[src/rtl/pc_fetch_ctrl.sv]
// Load/fetch sequencer for the pc address table: streams an image in, then issues table reads.
// Optional macro PC_LOAD_CSUM_EN adds the load_csum output (rotate-xor checksum of the loaded image).
module pc_fetch_ctrl #(
  parameter int MEM_LENGTH = 256,
  parameter int IDX_W      = 8,
  parameter int DATA_W     = 32
) (
  input  logic              clk,
  input  logic              res,
  input  logic              ld_start,
  input  logic              ld_valid,
  input  logic [DATA_W-1:0] ld_data,
  input  logic              ld_last,
  output logic              ld_ready,
  input  logic              run_start,
  input  logic              stall,
  input  logic              br_taken,
  input  logic [IDX_W-1:0]  br_idx,
  input  logic              halt_req,
  output logic              pc_instr_en,
  output logic [DATA_W-1:0] pc_adr,
  output logic              pc_en,
  output logic [IDX_W-1:0]  pc_in,
  output logic [IDX_W:0]    load_count,
  output logic [1:0]        state_o,
  output logic              err
`ifdef PC_LOAD_CSUM_EN
  ,
  output logic [DATA_W-1:0] load_csum
`endif
);

  typedef enum logic [1:0] {
    IDLE = 2'd0,
    LOAD = 2'd1,
    RUN  = 2'd2,
    HALT = 2'd3
  } state_t;

  localparam logic [IDX_W:0]   MAX_COUNT = (IDX_W+1)'(MEM_LENGTH);
  localparam logic [IDX_W:0]   COUNT_ONE = (IDX_W+1)'(1);
  localparam logic [IDX_W-1:0] IDX_ONE   = IDX_W'(1);

  state_t              state, state_n;
  logic [IDX_W:0]      count_n, last_idx;
  logic [IDX_W-1:0]    idx, idx_n, pc_in_n;
  logic [DATA_W-1:0]   pc_adr_n;
  logic                pc_en_n, instr_en_n, err_n, ld_ready_n;
  logic                handshake, br_oob;

  assign state_o   = state;
  assign handshake = ld_valid & ld_ready;
  assign last_idx  = load_count - COUNT_ONE;
  assign br_oob    = {1'b0, br_idx} >= load_count;

  always_comb begin
    state_n    = state;
    count_n    = load_count;
    idx_n      = idx;
    pc_in_n    = pc_in;
    pc_adr_n   = pc_adr;
    pc_en_n    = 1'b0;
    instr_en_n = 1'b0;
    err_n      = err;
    case (state)
      IDLE: begin
        // Appending to a non-empty table is illegal: the table pointer only clears on its own reset.
        if (ld_start) begin
          if (load_count == '0) state_n = LOAD;
          else                  err_n   = 1'b1;
        end else if (run_start && load_count != '0) begin
          state_n = RUN;
          idx_n   = '0;
        end
      end
      LOAD: begin
        if (handshake) begin
          instr_en_n = 1'b1;
          pc_adr_n   = ld_data;
          count_n    = load_count + COUNT_ONE;
          if (ld_last || count_n == MAX_COUNT) state_n = IDLE;
        end
      end
      RUN: begin
        if (halt_req) begin
          state_n = HALT;
        end else if (!stall) begin
          if (br_taken && br_oob) begin
            err_n   = 1'b1;
            state_n = HALT;
          end else begin
            // Any fetch of the final loaded word ends the program; there is no wrap-around.
            pc_en_n = 1'b1;
            pc_in_n = br_taken ? br_idx : idx;
            idx_n   = pc_in_n + IDX_ONE;
            if ({1'b0, pc_in_n} == last_idx) state_n = HALT;
          end
        end
      end
      HALT: begin
        if (ld_start) begin
          err_n = 1'b1;
        end else if (run_start) begin
          state_n = RUN;
          idx_n   = '0;
        end
      end
      default: state_n = IDLE;
    endcase
    ld_ready_n = (state_n == LOAD) && (count_n < MAX_COUNT);
  end

  always_ff @(posedge clk) begin
    if (res) begin
      state       <= IDLE;
      load_count  <= '0;
      idx         <= '0;
      pc_instr_en <= 1'b0;
      pc_adr      <= '0;
      pc_en       <= 1'b0;
      pc_in       <= '0;
      err         <= 1'b0;
      ld_ready    <= 1'b0;
    end else begin
      state       <= state_n;
      load_count  <= count_n;
      idx         <= idx_n;
      pc_instr_en <= instr_en_n;
      pc_adr      <= pc_adr_n;
      pc_en       <= pc_en_n;
      pc_in       <= pc_in_n;
      err         <= err_n;
      ld_ready    <= ld_ready_n;
    end
  end

`ifdef PC_LOAD_CSUM_EN
  always_ff @(posedge clk) begin
    if (res) begin
      load_csum <= '0;
    end else if (state == IDLE && ld_start && load_count == '0) begin
      load_csum <= '0;
    end else if (handshake) begin
      load_csum <= {load_csum[DATA_W-2:0], load_csum[DATA_W-1]} ^ ld_data;
    end
  end
`endif

endmodule

[config.mk]
export PLATFORM = sky130hd
export DESIGN_NAME = pc_fetch_ctrl
export DESIGN_NICKNAME = d
export VERILOG_FILES = /design/src/rtl/pc_fetch_ctrl.sv
export SDC_FILE = /design/constraint.sdc
export NUM_CORES = 1
export LEC_CHECK = 0
export BUFFER_PORTS_ARGS = -buffer_cell sky130_fd_sc_hd__buf_2
export CAP_MARGIN = 20
export CORE_MARGIN = 2
export CORE_UTILIZATION = 46
export DETAILED_ROUTE_END_ITERATION = 7
export PLACE_DENSITY_LB_ADDON = 0.1
export SETUP_SLACK_MARGIN = 0.5
export SKIP_CTS_REPAIR_TIMING = 1
export SYNTH_ARGS = -nofsm -noshare
export SYNTH_HDL_FRONTEND = slang
export SYNTH_SLANG_ARGS = --single-unit
[constraint.sdc]
create_clock -name clk -period 2.37 [get_ports clk]
set_input_delay 0.3555 -clock clk [delete_from_list [all_inputs] [get_ports clk]]
set_output_delay 0.3555 -clock clk [all_outputs]
set_load 0.01 [all_outputs]
Word-level counts from Yosys, hierarchy flattened --
Cells that the tools add are included.
Word-level totals: word-level logic and storage cells 83, bits in registers 63, output and inout port bits 55, input bits 49
Cells by class: bitwise gates (word level) 6, $lt $le $gt $ge 2, mux-type cells 32, reduce and logical (&&, ||, !) cells 14, add/sub/neg operators 3, equality and inequality tests 17
Operators with widths (number):
- $mux 8 | 8
- $pmux 8 s3 | 1
- $mux 2 | 11
- $ne 2x2->1 const B | 11
- $mux 9 | 2
- $add 9x1->9 const B | 1
- $eq 8x9->1 | 1
- $eq 9x9->1 const B | 1
- $ge 8x9->1 | 1
- $logic_not 9->1 | 1
- $lt 9x9->1 const B | 1
- $reduce_bool 9->1 | 1
- $sub 9x1->9 const B | 1
- $add 8x1->8 const B | 1
- $mux 1 | 8
- $pmux 2 s4 | 1
- $reduce_and 8->1 | 1
- $reduce_and 7->1 | 1
- $not 1->1 | 5
- $eq 2x1->1 const B | 2
- $eq 2x2->1 const B | 2
- $reduce_and 4->1 | 1
- $reduce_or 4->1 | 1
- $logic_and 1x1->1 | 3
- 7 further kinds | 7

Logic depth before layout (Yosys ltp) --
Gate-level depths: netlist (run 1).
depth after elaboration 9, mapped depth 11, mapped depth without buffers 9

Least setup slack after synthesis (run 1) --
Ideal clock, no wire load.
path kind register -> register, start register load_count[4], end register pc_in[3], arrival time 2439 ps, clock period less this slack 2525 ps, buffers on the path 2, setup time 86 ps, data required time 2284 ps, setup slack -155 ps, stages on the path, launching flop included 12, cells stage by stage dfxtp_1 -> buf_6 -> inv_1 -> ha_1 -> a211o_1 -> o211ai_1 -> o311a_1 -> o21ai_0 -> nor2_1 -> clkbuf_1 -> nor2_1 -> a211oi_1
Between the ends: longest elaborated chain between the ends 4
RTL lines:
- from (decl) | RTL line 24 | output logic [IDX_W:0] load_count,
- from (signal assigned) | RTL line 126 | load_count <= count_n;
- $ge 8x9->1 | RTL line 54 | assign br_oob = {1'b0, br_idx} >= load_count;
- $logic_and 1x1->1 | RTL line 88 | if (br_taken && br_oob) begin
- $not 1->1 (no source line)
- $reduce_and 4->1 (no source line)
- to (signal assigned) | RTL line 131 | pc_in <= pc_in_n;
- to (decl) | RTL line 23 | output logic [IDX_W-1:0] pc_in,
Every way passes these cells. A chain may end at the register's enable or synchronous reset.

Worst setup path after layout (run 1) --
start register load_count[0], end register ld_ready
Between the ends: longest elaborated chain between the ends 9, elaborated cells on any way between the ends 25, classes of those cells 2 x add/sub; 2 x order compare; 3 x eq/ne; 12 x mux; 6 x reduce/logical
RTL lines:
- $sub 9x1->9 | RTL line 53 | assign last_idx = load_count - COUNT_ONE;
- named net last_idx[0] | RTL line 45 | logic [IDX_W:0] count_n, last_idx;
- $eq 8x9->1 | RTL line 96 | if ({1'b0, pc_in_n} == last_idx) state_n = HALT;
- $mux 2 | RTL line 96
- $mux 2 | RTL line 88
- $mux 2 | RTL line 87 | end else if (!stall) begin
- $mux 2 | RTL line 85 | if (halt_req) begin
- $pmux 2 s4 | RTL line 65 | case (state)
- $eq 2x1->1 | RTL line 110 | ld_ready_n = (state_n == LOAD) && (count_n < MAX_COUNT);
- $logic_and 1x1->1 | RTL line 110
- to (signal assigned) | RTL line 133 | ld_ready <= ld_ready_n;
- to (decl) | RTL line 14 | output logic ld_ready,
The timed path passes the listed nets, and every way through them passes these cells.

==> out/qor.csv, run 1 <==
metric,value,unit
reg2regPathDepth,8,
crit_type,reg -> reg,
worstHoldPathType,in -> reg,
ctsHtreeMaxLevel,3,
slew_headroom,59.2,%
grtUsageTotal,21.7,%
hold_viol_final,0,
reg2reg_to,ld_ready$_SDFF_PP0_,
grt-ovfl-total,0,
rows,30,
synth_cells,406,
clock.fmax,435,MHz
ys_seq_area_share,38.2,%
synth_ff_type,dfxtp_1,
yosysWarnings,0,
max_cap_violations,0,
fillers,596,
cts_tree,done,
grt_max_degree,35,
path_max_fanout,4,
dpl_cell_area,4120,µm²
period_share,96.9,%
ys_ff_latch,63,
syn-num-nets,474,
arrival,2590,ps
nets,616,
cts_inserted_buffers,9,
antenna_left,0,
ir_worst_vdd,401,µV
worst_slew_pin_slew,605,ps
rsz0062_at_grt,yes,
start_util,48.1,%
rr_startpoint,load_count[0]$_SDFFE_PP0P_,
path_clk_slew,70,ps
critPathLaunchType,flop,
first_pass_iters,4,
fin_area,4710,µm²
hold_slack,239,ps
synth_edf_count,0,
routedWlPerCell,14.1,µm
wl,9150,µm
cp.required,2660,ps
grt_pass1_vias,2880,
whs_path_depth,3,
cts-root-buf,clkbuf_8,
drive_above_1_share,40.6,%
hpwl,6240,µm
drt_iter0_markers,133,
vias,3303,
r2r_slack,70,ps
syn-cell-area,3300,µm²
antenna_found_initial,0,
async_flop_share,0,%
synth_cell_types,51,
fp.coreArea,6870,µm²
remaining_drc_errors,0,
clock_path_buffers,2,
leakagePower,2.05,nW
min_from,ld_data[27],
insertion_delay,350,ps
die_y,88.7,µm
die_w,88.7,µm
tns,0,ps
ioPinCount,104,
period_needed,2300,ps
synthToLayoutAreaGrowth,42.5,%
via_per_inst,5.10,
gp_congestion,0.870,
end_kind,flop,
portBuffers,103,
slew_viol_final,0,
finClkSkew,7.30,ps
setup_violations,0,
diodes,0,
dieArea,7870,µm²
grt_pass1_wl,13300,µm
hold-path-endpoint,pc_adr[27]$_SDFFE_PP0P_,
status,finished clean,
syn_area_per_cell,8.14,µm²
cts_sinks,63,
powerDensity,659,nW/µm²
## how the worst max path moves through the flow
stage                               startpoint                   to  slack (ps)  depth (start not counted)
global route        load_count[0]$_SDFFE_PP0P_  ld_ready$_SDFF_PP0_         -20                          9
CTS                 load_count[2]$_SDFFE_PP0P_  ld_ready$_SDFF_PP0_         -20                          9
floorplan           load_count[0]$_SDFFE_PP0P_  ld_ready$_SDFF_PP0_         -10                         10
detailed placement                    br_taken  ld_ready$_SDFF_PP0_          10                          8
finish              load_count[0]$_SDFFE_PP0P_  ld_ready$_SDFF_PP0_          70                          8
global placement                      br_taken  ld_ready$_SDFF_PP0_          60                          8
## Yosys cell counts, types with 2 or more instances
cell type / count / area (µm²)
clkbuf_1: 12 / 45.0
or3_2: 2 / 15.0
and3_1: 2 / 12.5
mux2i_1: 12 / 120
and2_1: 3 / 18.8
nand2_1: 85 / 319
inv_1: 14 / 52.6
a211o_1: 2 / 17.5
nor4_1: 2 / 12.5
xnor2_1: 24 / 210
o21a_1: 2 / 15.0
nor3_1: 7 / 35.0
a21oi_1: 47 / 235
dfxtp_1: 63 / 1260
nand3_1: 7 / 35.0
o21ai_0: 3 / 15.0
nand4_1: 7 / 43.8
nand2b_1: 6 / 37.5
a31oi_1: 3 / 18.8
nor2_1: 37 / 139
a211oi_1: 10 / 75.1
buf_4: 2 / 15.0
buf_6: 4 / 45.0
buf_1: 2 / 7.51
a221o_2: 2 / 22.5
ha_1: 19 / 238
buf_2: 2 / 10.0
nor2b_1: 2 / 12.5
## layer usage
metal	part of all wire (%)	track usage [%]	vias up	wire length [µm]
met1	43	27.1	1518	3920
met4	1.4	5.23	0	129
met2	48	35.6	108	4430
met5	0	0	-	0
met3	7.3	8.30	13	671
li1	-	-	1664	-
## critical path: stages, from the launching register on
cell and delay [ps]:
dfxtp_4 360, inv_4 50, ha_4 120, or3b_4 400, o31a_1 240, or4_4 430, a221oi_4 260, o31a_2 180
o2111a_1 180
## flip-flops by register name (all words and copies together) (netlist names)
register / count
pc_instr_en: 1
pc_adr: 32
load_count: 9
err: 1
state_o: 2
idx: 8
ld_ready: 1
pc_in: 8
pc_en: 1
## logic make-up (layout without fill, tap and decap cells)
family                   after synthesis  in the layout  share of synthesized area (%)
AND/OR/NAND/NOR                      167            167                           22.6
flip-flops                            63             63                           38.2
adder cells (fa/ha/maj)               19             19                           7.20
buffers and inverters                 38            184                           5.95
AO/OA/AOI/OAI                         80             80                           15.0
multiplexers                          14             14                           4.39
XOR/XNOR                              25             25                           6.63
## layout by cell type (no fill, tap or decap), types with 4 or more instances in the layout
| cell | Yosys | final |
|---|---|---|
| inv_2 | 0 | 5 |
| nand4_1 | 7 | 7 |
| a21oi_1 | 47 | 45 |
| ha_1 | 19 | 13 |
| dfxtp_4 | 0 | 5 |
| xnor2_1 | 24 | 24 |
| a211oi_2 | 0 | 8 |
| inv_1 | 14 | 7 |
| nand2b_1 | 6 | 5 |
| nand2_1 | 85 | 85 |
| dfxtp_1 | 63 | 56 |
| nor2_2 | 0 | 4 |
| buf_2 | 2 | 103 |
| nor2_1 | 37 | 32 |
| buf_6 | 4 | 7 |
| clkbuf_8 | 1 | 10 |
| nor3_1 | 7 | 7 |
| nand3_1 | 7 | 7 |
| mux2i_1 | 12 | 12 |
| ha_4 | 0 | 6 |
| buf_4 | 2 | 41 |
## per-stage QoR
stage | util, % | std cells | power, mW | setup WS, ps
5_1_grt | 68.5 | 648 | 3.26 | -17.9
3_5_place_dp | 59.9 | 614 | 2.07 | 13.4
3_3_place_gp | 59.9 | 614 | 2.05 | 62.7
2_1_floorplan | - | 406 | 1.75 | -14.7
4_1_cts | 62.8 | 629 | 3.01 | -16.1
6_report | 68.5 | 648 | 3.10 | 73.4
## final cells by class
type / count / area, µm² / area share [%]
well taps: 96 / 120 / 2.55
clock inverters: 5 / 57.6 / 1.22
flip-flops and latches: 63 / 1280 / 27.3
repair buffers: 155 / 987 / 21.0
multi-input cells: 305 / 2060 / 43.8
inverters: 14 / 57.6 / 1.22
clock buffers: 10 / 138 / 2.92
## power by group
group / internal [mW] / leakage [nW] / switching, mW / total (mW)
Combinational: 0.466 / 1.44 / 0.517 / 0.982
Sequential: 1.13 / 0.514 / 0.0444 / 1.17
Clock: 0.509 / 0.0987 / 0.439 / 0.947
No activity file was read; power rests on OpenSTA's default activity.
==> run 2: changes to the inputs <==
==> constraint.sdc (replaced) <==
create_clock -name clk -period 1.95 [get_ports clk]
set_input_delay 0.2925 -clock clk [delete_from_list [all_inputs] [get_ports clk]]
set_output_delay 0.2925 -clock clk [all_outputs]
set_load 0.01 [all_outputs]
==> out/qor.csv, run 2 (synthesis gave the netlist of run 1 again) <==
metric,value,unit,change
path_max_fanout,8,,+4
status,finished with violations,,
crit_slowest_cell,or4_4,,
via_per_inst,5.13,,+0.57%
arrival,2610,ps,+20 ps
antenna_left,0,,unchanged
cts_sinks,63,,unchanged
grt-ovfl-total,0,,unchanged
routedWlPerCell,14.9,µm,+5.8%
hold_viol_final,0,,unchanged
insertion_delay,340,ps,about the same
slew_headroom,71.1,%,+12 points
rsz0062_at_grt,yes,,
crit_family,compound AO/OA/AOI/OAI gates,,
max_cap_violations,0,,unchanged
vias,3496,,+5.8%
hold_slack,170,ps,-69.1 ps
setup_violations,21,,+21
drive_above_1_share,49.5,%,+8.9 points
cts_tree,done,,
portBuffers,103,,unchanged
crit_type,reg -> reg,,
period_needed,2320,ps,+21.0 ps
clock_path_buffers,2,,unchanged
regArea,1280,µm²,+0.19%
wl,10200,µm,+11%
multiInputGateArea,2310,µm²,+12%
cts-root-buf,clkbuf_8,,
slew_viol_final,0,,unchanged
layout_common_cells,"buf_2 (103), nand2_1 (84), buf_4 (69)",,
first_pass_iters,4,,unchanged
largest_reg_flops,32,,unchanged
rows,30,,unchanged
antenna_found_initial,0,,unchanged
gp_congestion,0.872,,+0.15%
grt_pass1_vias,2867,,-0.45%
cpPeakStageDelay,420,ps,about the same
nets,649,,+5.4%
clock.fmax,431,MHz,-0.90%
fp.coreArea,6870,µm²,unchanged
setup_ws,-368,ps,-441 ps
critPathLaunchType,flop,,
hpwl,6820,µm,+9.3%
die_w,88.7,µm,unchanged
synthToLayoutAreaGrowth,58.3,%,
ctsHtreeMaxLevel,3,,unchanged
largest_register,pc_adr,,
start_util,48.1,%,unchanged
worstHoldPathType,in -> reg,,
die_y,88.7,µm,unchanged
diodes,0,,unchanged
path_cells,inv_4 -> ha_4 -> or3b_4 -> o31a_1 -> or4_4 -> a221oi_4 -> o31a_2 -> o2111a_1,,
cts_inserted_buffers,9,,unchanged
ioPinCount,104,,unchanged
finClkSkew,8.83,ps,+1.53 ps
violations,setup timing,,
fillers,510,,-14%
drt_iter0_markers,152,,+14%
grtUsageTotal,22.7,%,+1.0 points
dieArea,7870,µm²,unchanged
worst-path-buf-inv,1,,unchanged
path_clk_slew,80,ps,about the same
total_power,3.96,mW,+28%
top_regs,"pc_adr x32, load_count x9",,
worst_slew_pin_slew,426,ps,-180 ps
cp.required,2240,ps,-420 ps
leakagePower,2.28,nW,+11%
end_kind,flop,,
powerDensity,758,nW/µm²,+15%
grt_pass1_wl,13700,µm,+3.3%
period_share,119,%,+22 points
ir_worst_vdd,667,µV,+66%
grt_max_degree,51,,+46%
final_common_cell,buf_2,,
place_ws,-407,ps,-420 ps
remaining_drc_errors,0,,unchanged
[run 2: changes by cell type in the layout (fill, tap and decap cells not counted), moves of 3 or more]
cell | previous run | this run
buf_4 | 41 | 69
buf_6 | 7 | 10
nand2b_1 | 5 | 1
nand2b_4 | 1 | 5
nand3_1 | 7 | 4
nor2_1 | 32 | 24
nor2_4 | 1 | 9
nor3_1 | 7 | 4
xnor2_1 | 24 | 21
xnor2_2 | 0 | 3
[run 2: metrics by stage]
stage / cell area (µm²) / setup TNS, ps / std cells / util (%)
finish: 5230 / -5330 / 682 / 76.1
global route: 5230 / -6840 / 682 / 76.1
CTS: 4590 / -6820 / 665 / 66.8
detailed placement: 4390 / -6560 / 649 / 63.9
global placement: 4390 / -5390 / 649 / 63.9
floorplan: 3390 / -3550 / 406 / -
[run 2: metal layers]
metal / wire length (µm) / global-route usage (%)
met1: 4460 / 30.6
met3: 626 / 5.22
met4: 242 / 7.58
met2: 4860 / 36.0
met5: 0 / 0
[run 2: final timing paths]
check | start | endpoint | slack (ps) | depth (start not counted)
hold reg to reg | pc_adr[24]$_SDFFE_PP0P_ | pc_adr[24]$_SDFFE_PP0P_ | 450 | 2
hold / removal | ld_data[24] | pc_adr[24]$_SDFFE_PP0P_ | 170 | 3
setup / recovery | load_count[0]$_SDFFE_PP0P_ | ld_ready$_SDFF_PP0_ | -370 | 8
setup reg to reg | load_count[0]$_SDFFE_PP0P_ | ld_ready$_SDFF_PP0_ | -370 | 8
[run 2: cell type report]
| class | instances | area share, % |
|---|---|---|
| Clock buffer | 11 | 3.11 |
| Sequential cell | 63 | 24.6 |
| Clock inverter | 5 | 0.718 |
| Inverter | 14 | 1.24 |
| Multi-Input combinational cell | 306 | 44.1 |
| Tap cell | 96 | 2.30 |
| Timing Repair Buffer | 187 | 23.9 |
[run 2: worst register-to-register path, stage by stage, from the launching register on]
cell	delay, ps
dfxtp_4	390
inv_4	80
ha_4	130
or3b_4	390
o31a_1	280
or4_4	420
a221oi_4	240
o31a_2	190
o2111a_1	160
[run 2: where the power goes]
group          leakage [nW]  internal, mW  switching [mW]
registers             0.515          1.37          0.0614
logic                  1.67         0.662           0.731
clock network        0.0971         0.578           0.558
total                  2.28          2.61            1.35
==> run 3: changes to the inputs <==
--- a/config.mk
+++ b/config.mk
@@ -5,6 +5,7 @@
 export SDC_FILE = /design/constraint.sdc
 export NUM_CORES = 1
 export LEC_CHECK = 0
+export ABC_CLOCK_PERIOD_IN_PS = 1950
 export BUFFER_PORTS_ARGS = -buffer_cell sky130_fd_sc_hd__buf_2
 export CAP_MARGIN = 20
 export CORE_MARGIN = 2
==> constraint.sdc (replaced) <==
create_clock -name clk -period 1.95 [get_ports clk]
set_input_delay 0.2925 -clock clk [delete_from_list [all_inputs] [get_ports clk]]
set_output_delay 0.2925 -clock clk [all_outputs]
set_load 0.1 [all_outputs]
==> out/qor.csv, run 3 (synthesis gave the netlist of run 1 again) <==
metric,value,unit,change
vias,3510,,+0.40%
placed_cells,642,,-1.1%
dpl_cell_area,4360,µm²,-0.66%
via_per_inst,5.18,,+1.1%
grt_pass1_vias,3139,,+9.5%
synthToLayoutAreaGrowth,69.6,%,
violations,setup timing,,
grtUsageTotal,23.0,%,+0.23 points
final_common_cell,buf_2,,
largest_register,pc_adr,,
swShare,40.6,%,+6.5 points
period_needed,2310,ps,-2.64 ps
leakagePower,2.38,nW,+4.5%
rsz0062_at_grt,yes,,
slew_headroom,59.9,%,-11 points
grt-ovfl-total,0,,unchanged
remaining_drc_errors,0,,unchanged
slew_viol_final,0,,unchanged
p_int,2.85,mW,+9.1%
gp_congestion,0.912,,+4.6%
crit_family,simple AND/OR/NAND/NOR gates,,
die_y,88.7,µm,unchanged
path_clk_slew,80,ps,about the same
finClkSkew,6.14,ps,-2.68 ps
setup_violations,21,,unchanged
status,finished with violations,,
cp.required,2160,ps,-80 ps
worst-path-buf-inv,4,,+3
period_share,119,%,-0.14 points
dieArea,7870,µm²,unchanged
insertion_delay,340,ps,about the same
path_cells,inv_4 -> ha_4 -> or3b_4 -> buf_6 -> nor4_4 -> buf_4 -> a21oi_2 -> o21ai_2 -> a21oi_4 -> buf_12 -> mux2i_1 -> nor2_1,,
worst_slew_pin_slew,602,ps,+176 ps
antenna_left,0,,unchanged
nets,644,,-0.77%
pwr-share-seq,30.1,%,-6.0 points
clkPwrFrac,23.3,%,-5.4 points
hpwl,6610,µm,-3.1%
cpPeakStageDelay,400,ps,-20 ps
antenna_found_initial,0,,unchanged
die_w,88.7,µm,unchanged
largest_reg_flops,32,,unchanged
drive_above_1_share,56.1,%,+6.6 points
cts-root-buf,clkbuf_8,,
critPathLaunch,load_count[0]$_SDFFE_PP0P_,,
fin_area,5600,µm²,+7.1%
max_cap_violations,0,,unchanged
fp.coreArea,6870,µm²,unchanged
routedWlPerCell,15.9,µm,+6.5%
arrival,2530,ps,-80 ps
ioPinCount,104,,unchanged
ir_worst_vdd,678,µV,+1.6%
ctsHtreeMaxLevel,3,,unchanged
top_regs,"pc_adr x32, load_count x9",,
fillers,425,,-17%
fin_cells,677,,-0.73%
path_max_fanout,5,,-3
crit_slowest_cell,or3b_4,,
layout_common_cells,"buf_2 (78), buf_4 (57), dfxtp_1 (52)",,
portBuffers,103,,unchanged
cts_tree,done,,
combPwrFrac,46.6,%,+11 points
clock_path_buffers,2,,unchanged
wl,10800,µm,+5.7%
diodes,0,,unchanged
hold_viol_final,0,,unchanged
drt_iter0_markers,112,,-26%
grt_pass1_wl,14100,µm,+2.9%
end_kind,flop,,
fin_util,81.5,%,+5.4 points
powerDensity,855,nW/µm²,+13%
switching_power,1.94,mW,+44%
worstHoldPathType,in -> reg,,
crit_type,reg -> reg,,
start_util,48.1,%,unchanged
hold_slack,182,ps,+11.9 ps
rows,30,,unchanged
rr_startpoint,load_count[0]$_SDFFE_PP0P_,,
min_from,ld_data[16],,
cts_sinks,63,,unchanged
grt_max_degree,35,,-31%
first_pass_iters,4,,unchanged
cts_inserted_buffers,9,,unchanged
critPathLaunchType,flop,,
setup_ws,-365,ps,+2.64 ps
clock.fmax,432,MHz,+0.11%
run 3: cell count changes in the layout (fill, tap and decap cells not counted), sizes merged:
cell | before | now
a21oi | 48 | 47
buf | 186 | 161
clkbuf | 12 | 34
inv | 15 | 14
run 3: layout make-up:
| cell class | instances | area, µm² | share of cell area (%) |
|---|---|---|---|
| inverter | 14 | 61.3 | 1.09 |
| sequential | 63 | 1290 | 23.1 |
| clock buffer | 12 | 166 | 2.97 |
| clock inverter | 4 | 26.3 | 0.469 |
| timing repair buffer | 183 | 1490 | 26.5 |
| tap | 96 | 120 | 2.14 |
| multi-input combinational | 305 | 2450 | 43.7 |
run 3: path summary, 6_finish.rpt:
path / endpoint / slack, ps / cells past startpoint
worst min-delay path: pc_adr[16]$_SDFFE_PP0P_ / 180 / 3
worst min register to register: pc_adr[15]$_SDFFE_PP0P_ / 450 / 2
worst max register to register: idx[2]$_SDFFE_PP0P_ / -360 / 12
worst max-delay path: idx[2]$_SDFFE_PP0P_ / -360 / 12
run 3: worst min-delay path, stage by stage:
cell	delay, ps
buf_2	90
nand2_1	40
a21oi_1	50
run 3: power groups by stage:
stage	Clock, mW	Combinational, mW	Sequential (mW)
after floorplan	0	0.648	2.03
after global placement	0	1.59	1.44
after detailed placement	0	1.62	1.44
after CTS	1.14	1.62	1.42
after global routing	1.19	2.35	1.45
final	1.12	2.23	1.44
run 3: stage by stage:
step	power, mW	TNS [ps]	worst slack, ps
finish	4.79	-5530	-365
global route	5.00	-8040	-463
CTS	4.17	-5590	-414
detailed placement	3.06	-5280	-402
global placement	3.04	-4050	-328
floorplan	2.68	-9230	-557
run 3: metal layers:
| metal | global-route usage, % | up-vias | share of wire (%) |
|---|---|---|---|
| met2 | 37.7 | 99 | 51 |
| li1 | - | 1723 | - |
| met1 | 29.0 | 1674 | 42 |
| met5 | 0 | - | 0 |
| met4 | 7.02 | 0 | 1.2 |
| met3 | 7.00 | 14 | 5.5 |
